File: config.mk
export PLATFORM = sky130hd
export DESIGN_NAME = truth_table_sweeper
export DESIGN_NICKNAME = d
export VERILOG_FILES = /design/src/rtl/tt_pkg.sv /design/src/rtl/truth_table_sweeper.sv
export SDC_FILE = /design/constraint.sdc
export NUM_CORES = 1
export LEC_CHECK = 0
export CAP_MARGIN = 10
export CORE_MARGIN = 2
export CORE_UTILIZATION = 53
export DETAILED_ROUTE_END_ITERATION = 10
export PLACE_DENSITY = 0.78
export SYNTH_ARGS = -nofsm -noshare
export SYNTH_HDL_FRONTEND = slang
export SYNTH_SLANG_ARGS = --single-unit
File: constraint.sdc
create_clock -name clk -period 2.7 [get_ports clk]
set_input_delay 0.405 -clock clk [delete_from_list [all_inputs] [get_ports clk]]
set_output_delay 0.405 -clock clk [all_outputs]
set_load 0.02 [all_outputs]
File: src/rtl/tt_pkg.sv
// Shared types and sizing helpers for the truth-table sweeper.
package tt_pkg;

    // Sweep controller states
    typedef enum logic [1:0] {
        StIdle,
        StSettle,
        StSample,
        StDone
    } tt_state_e;

    // Number of input vectors for an n-input function
    function automatic int unsigned nvec(input int unsigned n);
        return 32'd1 << n;
    endfunction

    // Width of a counter that must hold 0..s
    function automatic int unsigned settle_w(input int unsigned s);
        return (s + 1 <= 1) ? 1 : $clog2(s + 1);
    endfunction

endpackage

File: src/rtl/truth_table_sweeper.sv
// Exhaustive truth-table characterisation of a 1-bit combinational function.
// Walks every input vector, holds it for SETTLE cycles, samples on the next
// cycle and compares each sample against the EXPECTED table.
module truth_table_sweeper
    import tt_pkg::*;
#(
    parameter int unsigned              N_IN     = 4,
    parameter int unsigned              SETTLE   = 1,
    parameter logic [nvec(N_IN)-1:0]    EXPECTED = 16'h0FF0
) (
    input  logic                    clk,
    input  logic                    rst_n,
    input  logic                    start,
    input  logic                    dut_out,
    output logic [N_IN-1:0]         dut_in,
    output logic                    busy,
    output logic                    done,
    output logic                    pass,
    output logic [N_IN:0]           err_count,
    output logic                    fail_valid,
    output logic [N_IN-1:0]         first_fail,
    output logic [nvec(N_IN)-1:0]   captured
);

    localparam int unsigned         NVEC     = nvec(N_IN);
    localparam int unsigned         SW       = settle_w(SETTLE);
    // Vector counter is one bit wider than dut_in so the last-vector compare cannot wrap
    localparam logic [N_IN:0]       VEC_LAST = (N_IN+1)'(NVEC - 1);
    localparam logic [N_IN:0]       VEC_ONE  = (N_IN+1)'(1);
    localparam logic [SW-1:0]       CNT_LAST = SW'(SETTLE - 1);
    localparam logic [SW-1:0]       CNT_ONE  = SW'(1);

    tt_state_e          state_q, state_d;
    logic [N_IN:0]      vec_q, vec_d;
    logic [SW-1:0]      cnt_q, cnt_d;
    logic [N_IN-1:0]    dut_in_q, dut_in_d;
    logic               done_q, done_d;
    logic               pass_q, pass_d;
    logic [N_IN:0]      err_q, err_d;
    logic               fail_valid_q, fail_valid_d;
    logic [N_IN-1:0]    first_fail_q, first_fail_d;
    logic [NVEC-1:0]    captured_q, captured_d;
    logic [N_IN-1:0]    vec_idx;
    logic               mismatch;

    assign vec_idx  = vec_q[N_IN-1:0];
    assign mismatch = (dut_out != EXPECTED[vec_idx]);

    // Next-state and datapath updates for the sweep FSM
    always_comb begin
        state_d      = state_q;
        vec_d        = vec_q;
        cnt_d        = cnt_q;
        dut_in_d     = dut_in_q;
        done_d       = 1'b0;
        pass_d       = pass_q;
        err_d        = err_q;
        fail_valid_d = fail_valid_q;
        first_fail_d = first_fail_q;
        captured_d   = captured_q;

        unique case (state_q)
            StIdle: begin
                dut_in_d = '0;
                if (start) begin
                    vec_d        = '0;
                    cnt_d        = '0;
                    err_d        = '0;
                    fail_valid_d = 1'b0;
                    first_fail_d = '0;
                    captured_d   = '0;
                    pass_d       = 1'b0;
                    state_d      = StSettle;
                end
            end
            StSettle: begin
                if (cnt_q == CNT_LAST) begin
                    cnt_d   = '0;
                    state_d = StSample;
                end else begin
                    cnt_d = cnt_q + CNT_ONE;
                end
            end
            StSample: begin
                captured_d[vec_idx] = dut_out;
                if (mismatch) begin
                    err_d = err_q + VEC_ONE;
                    if (!fail_valid_q) begin
                        first_fail_d = vec_idx;
                        fail_valid_d = 1'b1;
                    end
                end
                if (vec_q == VEC_LAST) begin
                    state_d = StDone;
                end else begin
                    vec_d    = vec_q + VEC_ONE;
                    dut_in_d = vec_d[N_IN-1:0];
                    state_d  = StSettle;
                end
            end
            StDone: begin
                done_d   = 1'b1;
                pass_d   = (err_q == '0);
                dut_in_d = '0;
                state_d  = StIdle;
            end
            default: begin
                state_d = StIdle;
            end
        endcase
    end

    // State and result registers; reset aborts any sweep in progress
    always_ff @(posedge clk or negedge rst_n) begin
        if (!rst_n) begin
            state_q      <= StIdle;
            vec_q        <= '0;
            cnt_q        <= '0;
            dut_in_q     <= '0;
            done_q       <= 1'b0;
            pass_q       <= 1'b0;
            err_q        <= '0;
            fail_valid_q <= 1'b0;
            first_fail_q <= '0;
            captured_q   <= '0;
        end else begin
            state_q      <= state_d;
            vec_q        <= vec_d;
            cnt_q        <= cnt_d;
            dut_in_q     <= dut_in_d;
            done_q       <= done_d;
            pass_q       <= pass_d;
            err_q        <= err_d;
            fail_valid_q <= fail_valid_d;
            first_fail_q <= first_fail_d;
            captured_q   <= captured_d;
        end
    end

    assign busy       = (state_q == StSettle) || (state_q == StSample);
    assign dut_in     = dut_in_q;
    assign done       = done_q;
    assign pass       = pass_q;
    assign err_count  = err_q;
    assign fail_valid = fail_valid_q;
    assign first_fail = first_fail_q;
    assign captured   = captured_q;

endmodule

After elaboration in Yosys (flattened, before gate mapping)
Memory sizes are Yosys's and may differ from the RTL's.
Index checks and enable logic that the tools add are counted.

storage, ports and cells
  bits in registers = 40
  bits in read-only memories = 16
  input port bits = 4
  output and inout bits = 33
  word-level logic and storage cells = 71
  memories kept = 1

memory list
  memory            depth  bits a word  read ports  clocked after Yosys merged registers in  wr ports  RTL line                   text
  (name not given)  16     1            1           0                                        0         truth_table_sweeper.sv:47  assign mismatch = (dut_out != EXPECTED[vec_idx]);

cells by class
  add/subtract/negate cells = 3
  order comparisons = 2
  equality and inequality tests = 10
  muxes and demuxes = 28
  reduce and logical (&&, ||, !) cells = 17

operator list
  cell                                                                number
  case mux 16 bit (2 select lines)                                    1
  case mux 5 bit (2 select lines)                                     2
  bitwise mux 16 bit                                                  1
  2-to-1 mux 16 bit                                                   1
  2-to-1 mux 4 bit                                                    4
  case mux 4 bit (2 select lines)                                     2
  2-to-1 mux 5 bit                                                    3
  adder 5 x 1 -> 5 bit (second input constant)                        2
  != test 2 bit (second input constant)                               5
  AND reduction 2 bit                                                 5
  case mux 2 bit (4 select lines)                                     1
  nonzero test 2 bit                                                  4
  2-to-1 mux 1 bit                                                    6
  2-to-1 mux 2 bit                                                    3
  case mux 1 bit (2 select lines)                                     3
  AND reduction 3 bit                                                 2
  equality test 5 x 4 -> 1 bit (second input constant)                1
  logical NOT 5 bit                                                   1
  less-than comparator 4 x 5 -> 1 bit (second input constant)         1
  demux 1 bit (select 4 bit)                                          1
  equality test 2 bit (second input constant)                         2
  greater-or-equal comparator 4 x 1 -> 1 bit (second input constant)  1
  AND reduction 4 bit                                                 1
  equality test 2 x 1 -> 1 bit (second input constant)                1
  other kinds (6)                                                     6

Logic depth before layout (Yosys ltp)
Gate-level depths: netlist of the first run.

  depth after elaboration = 6
  mapped depth = 9

Worst setup path after synthesis of the first run
No wires, ideal clock.

  kind = reg2reg
  from = register vec_q[2]
  to = register err_q[3], in the netlist err_count[3]
  setup time = 69 ps
  arrival = 1858 ps
  required time = 2631 ps
  path slack = 773 ps
  stages on the path, launching flop included = 7
  cell sequence = dfrtp_1 -> inv_1 -> ha_1 -> xor2_2 -> nand4_1 -> or4b_1 -> nand3_1

between the ends
  word-level cells in the longest chain between the ends = 5

RTL lines
  element                                 RTL line                    text
  from (decl)                             truth_table_sweeper.sv:34   logic [N_IN:0] vec_q, vec_d;
  from (signal assigned)                  truth_table_sweeper.sv:128  vec_q <= vec_d;
  memory (16 x 1 bit)                     -
  2-to-1 mux 1 bit (implied by the code)  truth_table_sweeper.sv:47
  != test 1 bit                           truth_table_sweeper.sv:47
  != test 2 bit (no line)                 -
  AND reduction 3 bit (no line)           -
  to (signal assigned)                    truth_table_sweeper.sv:133  err_q <= err_d;
  to (decl)                               truth_table_sweeper.sv:39   logic [N_IN:0] err_q, err_d;

Every way passes these cells. The select of a mux whose other input is x is not followed.
A chain may end at the register's enable or synchronous reset.

Worst setup path in the final report of the first run
Same ends and word-level chain as after synthesis.

==> results of run 1 <==
[cells in the final DEF (no fill, tap or decap), types with 2 or more instances in the layout]
| cell type | n |
|---|---|
| dfrtp_1 | 39 |
| clkdlybuf4s50_1 | 35 |
| nand2_1 | 29 |
| a22o_1 | 15 |
| a21o_1 | 15 |
| a32o_1 | 15 |
| ha_1 | 15 |
| o21ai_0 | 12 |
| inv_1 | 11 |
| nand3_1 | 10 |
| nor2_1 | 8 |
| buf_4 | 7 |
| clkbuf_8 | 5 |
| nor2b_1 | 4 |
| a21oi_1 | 4 |
| xnor2_1 | 3 |
| nand4b_1 | 3 |
| nand2b_1 | 3 |
| nand4_1 | 3 |
| o21a_1 | 2 |
| a41oi_1 | 2 |
| nor3_1 | 2 |
| mux2_2 | 2 |
| and3_1 | 2 |
| a31oi_1 | 2 |
[stage by stage]
step	hold WS [ns]	power (W)	cell area, sq um	instances	utilization
after floorplan	0.1094	0.001894	2262	234	-
after global placement	0.4842	0.002367	2650	306	0.6531
after CTS	0.2608	0.002760	2723	312	0.6710
final	0.2197	0.002747	2723	312	0.6710
after global routing	0.3207	0.002935	2723	312	0.6710
after detailed placement	0.4835	0.002388	2650	306	0.6531
[cell type report]
class                   count  area, sq um  share of cell area
inverters                  11        41.29             0.01517
flip-flops and latches     39        975.9              0.3585
repair buffers             43        407.9              0.1498
well taps                  50        62.56             0.02298
multi-input cells         163         1162              0.4269
clock buffers               6        72.57             0.02665
[routing by layer]
layer	vias to the layer above	track usage	wire, um
li1	907	-	-
met1	936	0.2999	2205
met2	41	0.3280	2357
met3	6	0.04360	196
met4	0	0.07843	76
met5	-	0	0
[cells in the mapped netlist (2+ instances only)]
library cell	number
buf_2	6
inv_1	11
nor2b_1	4
a21oi_1	4
xnor2_1	3
nand4b_1	3
o21ai_0	12
mux2_2	2
clkbuf_1	8
a32o_1	15
o21a_1	2
nor2_1	8
dfrtp_1	39
nand4_1	3
a21o_1	15
buf_1	7
a22o_1	15
nand3_1	10
a31oi_1	2
ha_1	15
nand2b_1	3
nor3_1	2
nand2_1	29
a41oi_1	2
and3_1	2
[registers in the layout, indices dropped and copies added (netlist names)]
register / cells
dut_in: 4
vec_q: 5
captured: 16
err_count: 5
done: 1
pass: 1
first_fail: 4
fail_valid: 1
state_q: 2
[cell families (layout without fill, tap and decap cells)]
logic type	Yosys count	in the layout	synth area share
fa+ha+maj	15	15	0.08296
buf+inv	32	60	0.05642
mux	3	3	0.01438
flops	39	39	0.4314
xor+xnor	4	4	0.01881
compound gates	71	71	0.2428
simple gates	70	70	0.1532
[power groups by stage]
stage	clock (W)	combinational, W	sequential, W
floorplan	0	0.000947	0.000947
global placement	0	0.00150	0.000862
detailed placement	0	0.00153	0.000860
CTS	0.000374	0.00154	0.000851
global route	0.000390	0.00167	0.000875
finish	0.000367	0.00153	0.000852
[worst max-delay path, cell delays in order, from the launching register on]
cell and delay [ns]:
dfrtp_1 0.51, inv_1 0.14, ha_1 0.37, xor2_2 0.36, nand4_1 0.15, or4b_1 0.48, nand3_1 0.10
[how the worst min path moves through the flow]
stage,cells after the start,slack (ns),from,to
after floorplan,0,0.11,rst_n,captured[0]$_DFFE_PN0P_
after global placement,1,0.48,captured[7]$_DFFE_PN0P_,captured[7]$_DFFE_PN0P_
after detailed placement,1,0.48,captured[4]$_DFFE_PN0P_,captured[4]$_DFFE_PN0P_
after CTS,1,0.26,rst_n,done$_DFF_PN0_
after global routing,1,0.32,rst_n,done$_DFF_PN0_
final,1,0.22,rst_n,done$_DFF_PN0_
==> flow_summary_export.csv, run 1 <==
group,metric,value,unit
status,status,"finished, final reports clean",
die,initial_utilization,0.5575,
detailed_routing,vias,1890,
clock_network,clkSinkCount,39,
worst_hold_path,hp-class,"input pin to asynchronous set/reset pin",
die,dieArea,4807,sq um
detailed_routing,first_pass_iters,4,
synth,yosys.cell_types.count,37,
global_route,grt_usage,0.2136,
timing,tightest_slew,0.8672,ns
worst_setup_path,crit_arrival,2.40,ns
synth,avgSynthCellArea,9.667,sq um
worst_setup_path,endpoint,"err_count[3]$_DFFE_PN0P_",
clock_network,clkLatencyLatePin,0.30,ns
die,io_pins,37,
synth,yosys_warnings,0,
final_layout,diodes,0,
global_route,grt_pass1_vias,1733,
flow_run,drv_cap,0,
placed_design,gp_congestion,0.8156,
global_route,grt_pass1_wl,8.259,mm
worst_setup_path,reg2reg_slack,0.54,ns
final_layout,final_nets,282,
die,row_count,23,
synth,synth_ff_type,"dfrtp_1",
power,ir_drop,0.5624,mV
worst_setup_path,cp-start-kind,"flip-flop",
worst_setup_path,worstPathRequired,2.93,ns
global_route,grt_overflow_total,0,
die,die_x,69.33,um
worst_setup_path,cp-startpoint,"vec_q[2]$_DFFE_PN0P_",
worst_setup_path,r2r_cells,6,
clock_network,clk_pin_slew,0.07,ns
global_route,antenna_found_initial,0,
worst_setup_path,worstPathMaxFanout,9,
worst_setup_path,reg2reg_from,"vec_q[2]$_DFFE_PN0P_",
synth,netlist_instances,234,
synth,synth.top_cells.by_area,"dfrtp_1 43%, ha_1 8.3%, a32o_1 6.6%",
power,power_density,1009,nW/um^2
clock_network,root_buffer,"clkbuf_8",
timing,rsz0062_at_grt,"false",
final_layout,drive_above_1_share,0.06489,
synth,yosysTopAreaCellShare,0.4314,
clock_network,h-tree-depth,2,
die,coreArea,4058,sq um
clock_network,tritoncts,"built",
timing,setup_viol,0,
detailed_routing,drtAntennaViolNets,0,
synth,async_reset_ff_frac,1.000,
timing,setup_ws,0.5382,ns
clock_network,cts_buffers,5,
synth,yosysSeqAreaShare,0.4314,
power,intPower,0.001534,W
power,sw_frac_of_total,0.4417,
global_route,grt_max_degree,40,
detailed_routing,vias_per_cell,6.058,
worst_setup_path,critPathKind,"flip-flop to flip-flop",
clock_network,hold_buffers,0,
timing,timing.final.crit_share,0.8007,
placed_design,post-place-ws,0.5263,ns
timing,hold_viol,0,
timing,finalMaxSlewViolations,0,
power,combPwrFrac,0.556,
synth,syn_area,2262,sq um
die,fp.dieH,69.33,um
power,p_sw,0.001213,W
timing,fin_skew,0.003974,ns
power,leakage,1.205,nW
detailed_routing,drc,0,
detailed_routing,drtIter0Drc,156,
final_layout,fillers,331,
clock_network,clock_path_buffers,2,
worst_setup_path,timing.rr.end,"err_count[3]$_DFFE_PN0P_",
final_layout,area_growth,20.35,%
placed_design,portBuffers,36,
timing,clock.fmax,462.6,MHz
clock_network,cts_resized,0,
placed_design,place_hpwl,3.333,mm
power,pwr-share-seq,0.310,
timing,finalCriticalPeriod,2.162,ns
clock_network,post_cts_buffers,0,
power,pwr-share-clk,0.134,
synth,syn_nets,253,
detailed_routing,routedWlPerCell,15.50,um
detailed_routing,finalWirelength,4.836,mm
synth,synth_edf_count,0,
synth,yosysTopAreaCell,"dfrtp_1",
timing,fin_setup_tns,0,ns
worst_setup_path,cp-end-kind,"flip-flop",
timing,slew_headroom,0.4219,
synth,ys_ff_latch,39,
Note: power is estimated with default switching activity, not from simulation.
==> run 2, diff against run 1 <==
- clock period: 2.7 -> 2.2 ns (I/O delays scaled with it)
==> flow_summary_export.csv, run 2 (same netlist as run 1, synthesis figures left out) <==
group,metric,value,unit
timing,slew_headroom,0.6242,
final_layout,fillers,316,
die,die_x,69.33,um
die,initial_utilization,0.5575,
detailed_routing,first_pass_iters,4,
detailed_routing,drtAntennaViolNets,0,
worst_setup_path,cp-end-kind,"primary output",
final_layout,diodes,0,
timing,tightest_slew,0.5637,ns
power,pwr-share-seq,0.294,
power,combPwrFrac,0.571,
clock_network,clkLatencyLatePin,0.30,ns
power,ir_drop,0.6662,mV
final_layout,final_util,0.6938,
final_layout,layout_commonest_cell,"dfrtp_1",
detailed_routing,drc,0,
clock_network,clk_pin_slew,0.08,ns
timing,hold_viol,0,
placed_design,portBuffers,36,
detailed_routing,wl_met3,205,um
status,status,"finished, final reports clean",
timing,fin_skew,0.009879,ns
power,intPower,0.001967,W
detailed_routing,drtIter0Drc,140,
worst_hold_path,hp-class,"flip-flop to flip-flop",
power,p_sw,0.001550,W
die,row_count,23,
die,coreArea,4058,sq um
clock_network,h-tree-depth,2,
detailed_routing,route.met2.wl,2.568,mm
worst_setup_path,worstPathMaxFanout,5,
final_layout,mostFrequentLayoutCells,"39 x dfrtp_1, 35 x clkdlybuf4s50_1, 29 x nand2_1",
detailed_routing,vias,1937,
timing,timing.final.crit_share,0.9522,
timing,finalMaxSlewViolations,0,
global_route,antenna_found_initial,0,
die,io_pins,37,
final_layout,area_growth,24.45,%
global_route,grt_overflow_total,0,
timing,setup_viol,0,
detailed_routing,maxUsedRoutingLayer,"met4",
placed_design,gp_congestion,0.7924,
clock_network,clock_path_buffers,2,
timing,rsz0062_at_grt,"false",
power,leakage,1.255,nW
power,pwr-share-clk,0.135,
worst_setup_path,cp-start-kind,"flip-flop",
power,power_density,1249,nW/um^2
detailed_routing,routedWlPerCell,15.99,um
detailed_routing,wl_met1,2.313,mm
timing,clock.fmax,477.3,MHz
flow_run,drv_cap,0,
global_route,grt_pass1_vias,1801,
clock_network,cts_buffers,5,
power,sw_frac_of_total,0.4407,
worst_setup_path,worstPathRequired,1.87,ns
final_layout,regArea,975.9,sq um
detailed_routing,finalWirelength,5.165,mm
clock_network,tritoncts,"built",
final_layout,drive_above_1_share,0.09890,
placed_design,place_hpwl,3.691,mm
die,fp.dieH,69.33,um
final_layout,fin_cells,323,
placed_design,dp.cells,314,
final_layout,largest_reg_flops,16,
power,power,0.003517,W
timing,whs,0.4944,ns
global_route,grt_usage,0.2206,
worst_setup_path,critPathKind,"flip-flop to primary output",
timing,finalCriticalPeriod,2.095,ns
final_layout,multi_input_area,1176,sq um
global_route,grt_max_degree,21,
timing,fin_setup_tns,0,ns
global_route,grt_pass1_wl,8.645,mm
final_layout,final_nets,291,
detailed_routing,vias_per_cell,5.997,
clock_network,clkSinkCount,39,
worst_setup_path,crit_arrival,1.76,ns
clock_network,root_buffer,"clkbuf_8",
die,dieArea,4807,sq um
run 2: changes by cell type in the layout (fill, tap and decap cells not counted), sizes merged:
cell / before / now
buf: 8 / 16
clkbuf: 6 / 7
clkinv: 0 / 1
dlygate4sd3: 0 / 1
run 2: repair_timing:
action                                  in CTS  in global routing
endpoints found under the setup margin       0                  3
endpoints found under the hold margin       19                  0
setup buffers                                0                  0
hold buffers                                 1                  0
resized for setup                            0                  2
run 2: per-stage QoR:
stage	area [sq um]	worst slack, ns
2_1_floorplan	2262	0.2725
3_3_place_gp	2710	0.1653
3_5_place_dp	2710	0.09983
4_1_cts	2801	0.09186
5_1_grt	2815	0.005354
6_report	2815	0.1051
run 2: final timing paths:
check                                   startpoint                        to  slack (ns)  depth (start not counted)
min                        captured[3]$_DFFE_PN0P_   captured[3]$_DFFE_PN0P_        0.49                          1
max in group asynchronous                    rst_n   captured[7]$_DFFE_PN0P_        1.04                          3
max                         state_q[1]$_DFFE_PN0P_                      busy        0.11                          3
min reg2reg                captured[3]$_DFFE_PN0P_   captured[3]$_DFFE_PN0P_        0.49                          1
max reg2reg                   vec_q[2]$_DFFE_PN0P_  err_count[3]$_DFFE_PN0P_        0.15                          6
min in group asynchronous                    rst_n            done$_DFF_PN0_        0.52                          2
run 2: critical path: stages, from the launching register on:
cell and delay [ns]:
dfrtp_1 0.42, inv_1 0.09, ha_1 0.34, clkdlybuf4s50_1 0.62
run 2: final cells by class:
cell class,instances,area share
tap,50,0.02222
clock inverter,1,0.001778
inverter,11,0.01467
timing repair buffer,52,0.1698
multi-input combinational,163,0.4178
sequential,39,0.3467
clock buffer,7,0.02711
run 2: routing by layer:
layer  global-route usage  up-vias
li1                     -      923
met1               0.3078      967
met2               0.3504       40
met3              0.04360        7
met4              0.06318        0
met5                    0        -
run 2: power by group through the flow:
stage | Sequential [W] | Combinational (W) | Clock (W)
2_1_floorplan | 0.00116 | 0.00116 | 0
3_5_place_dp | 0.00105 | 0.00199 | 0
6_report | 0.00104 | 0.00201 | 0.000474
3_3_place_gp | 0.00104 | 0.00193 | 0
4_1_cts | 0.00103 | 0.00199 | 0.000482
5_1_grt | 0.00106 | 0.00220 | 0.000507
==> run 3, diff against run 2 <==
- CTS_CLUSTER_SIZE: default -> 16
==> results of run 3 <==
Final layout, timing and power as in run 2 (identical DEF).
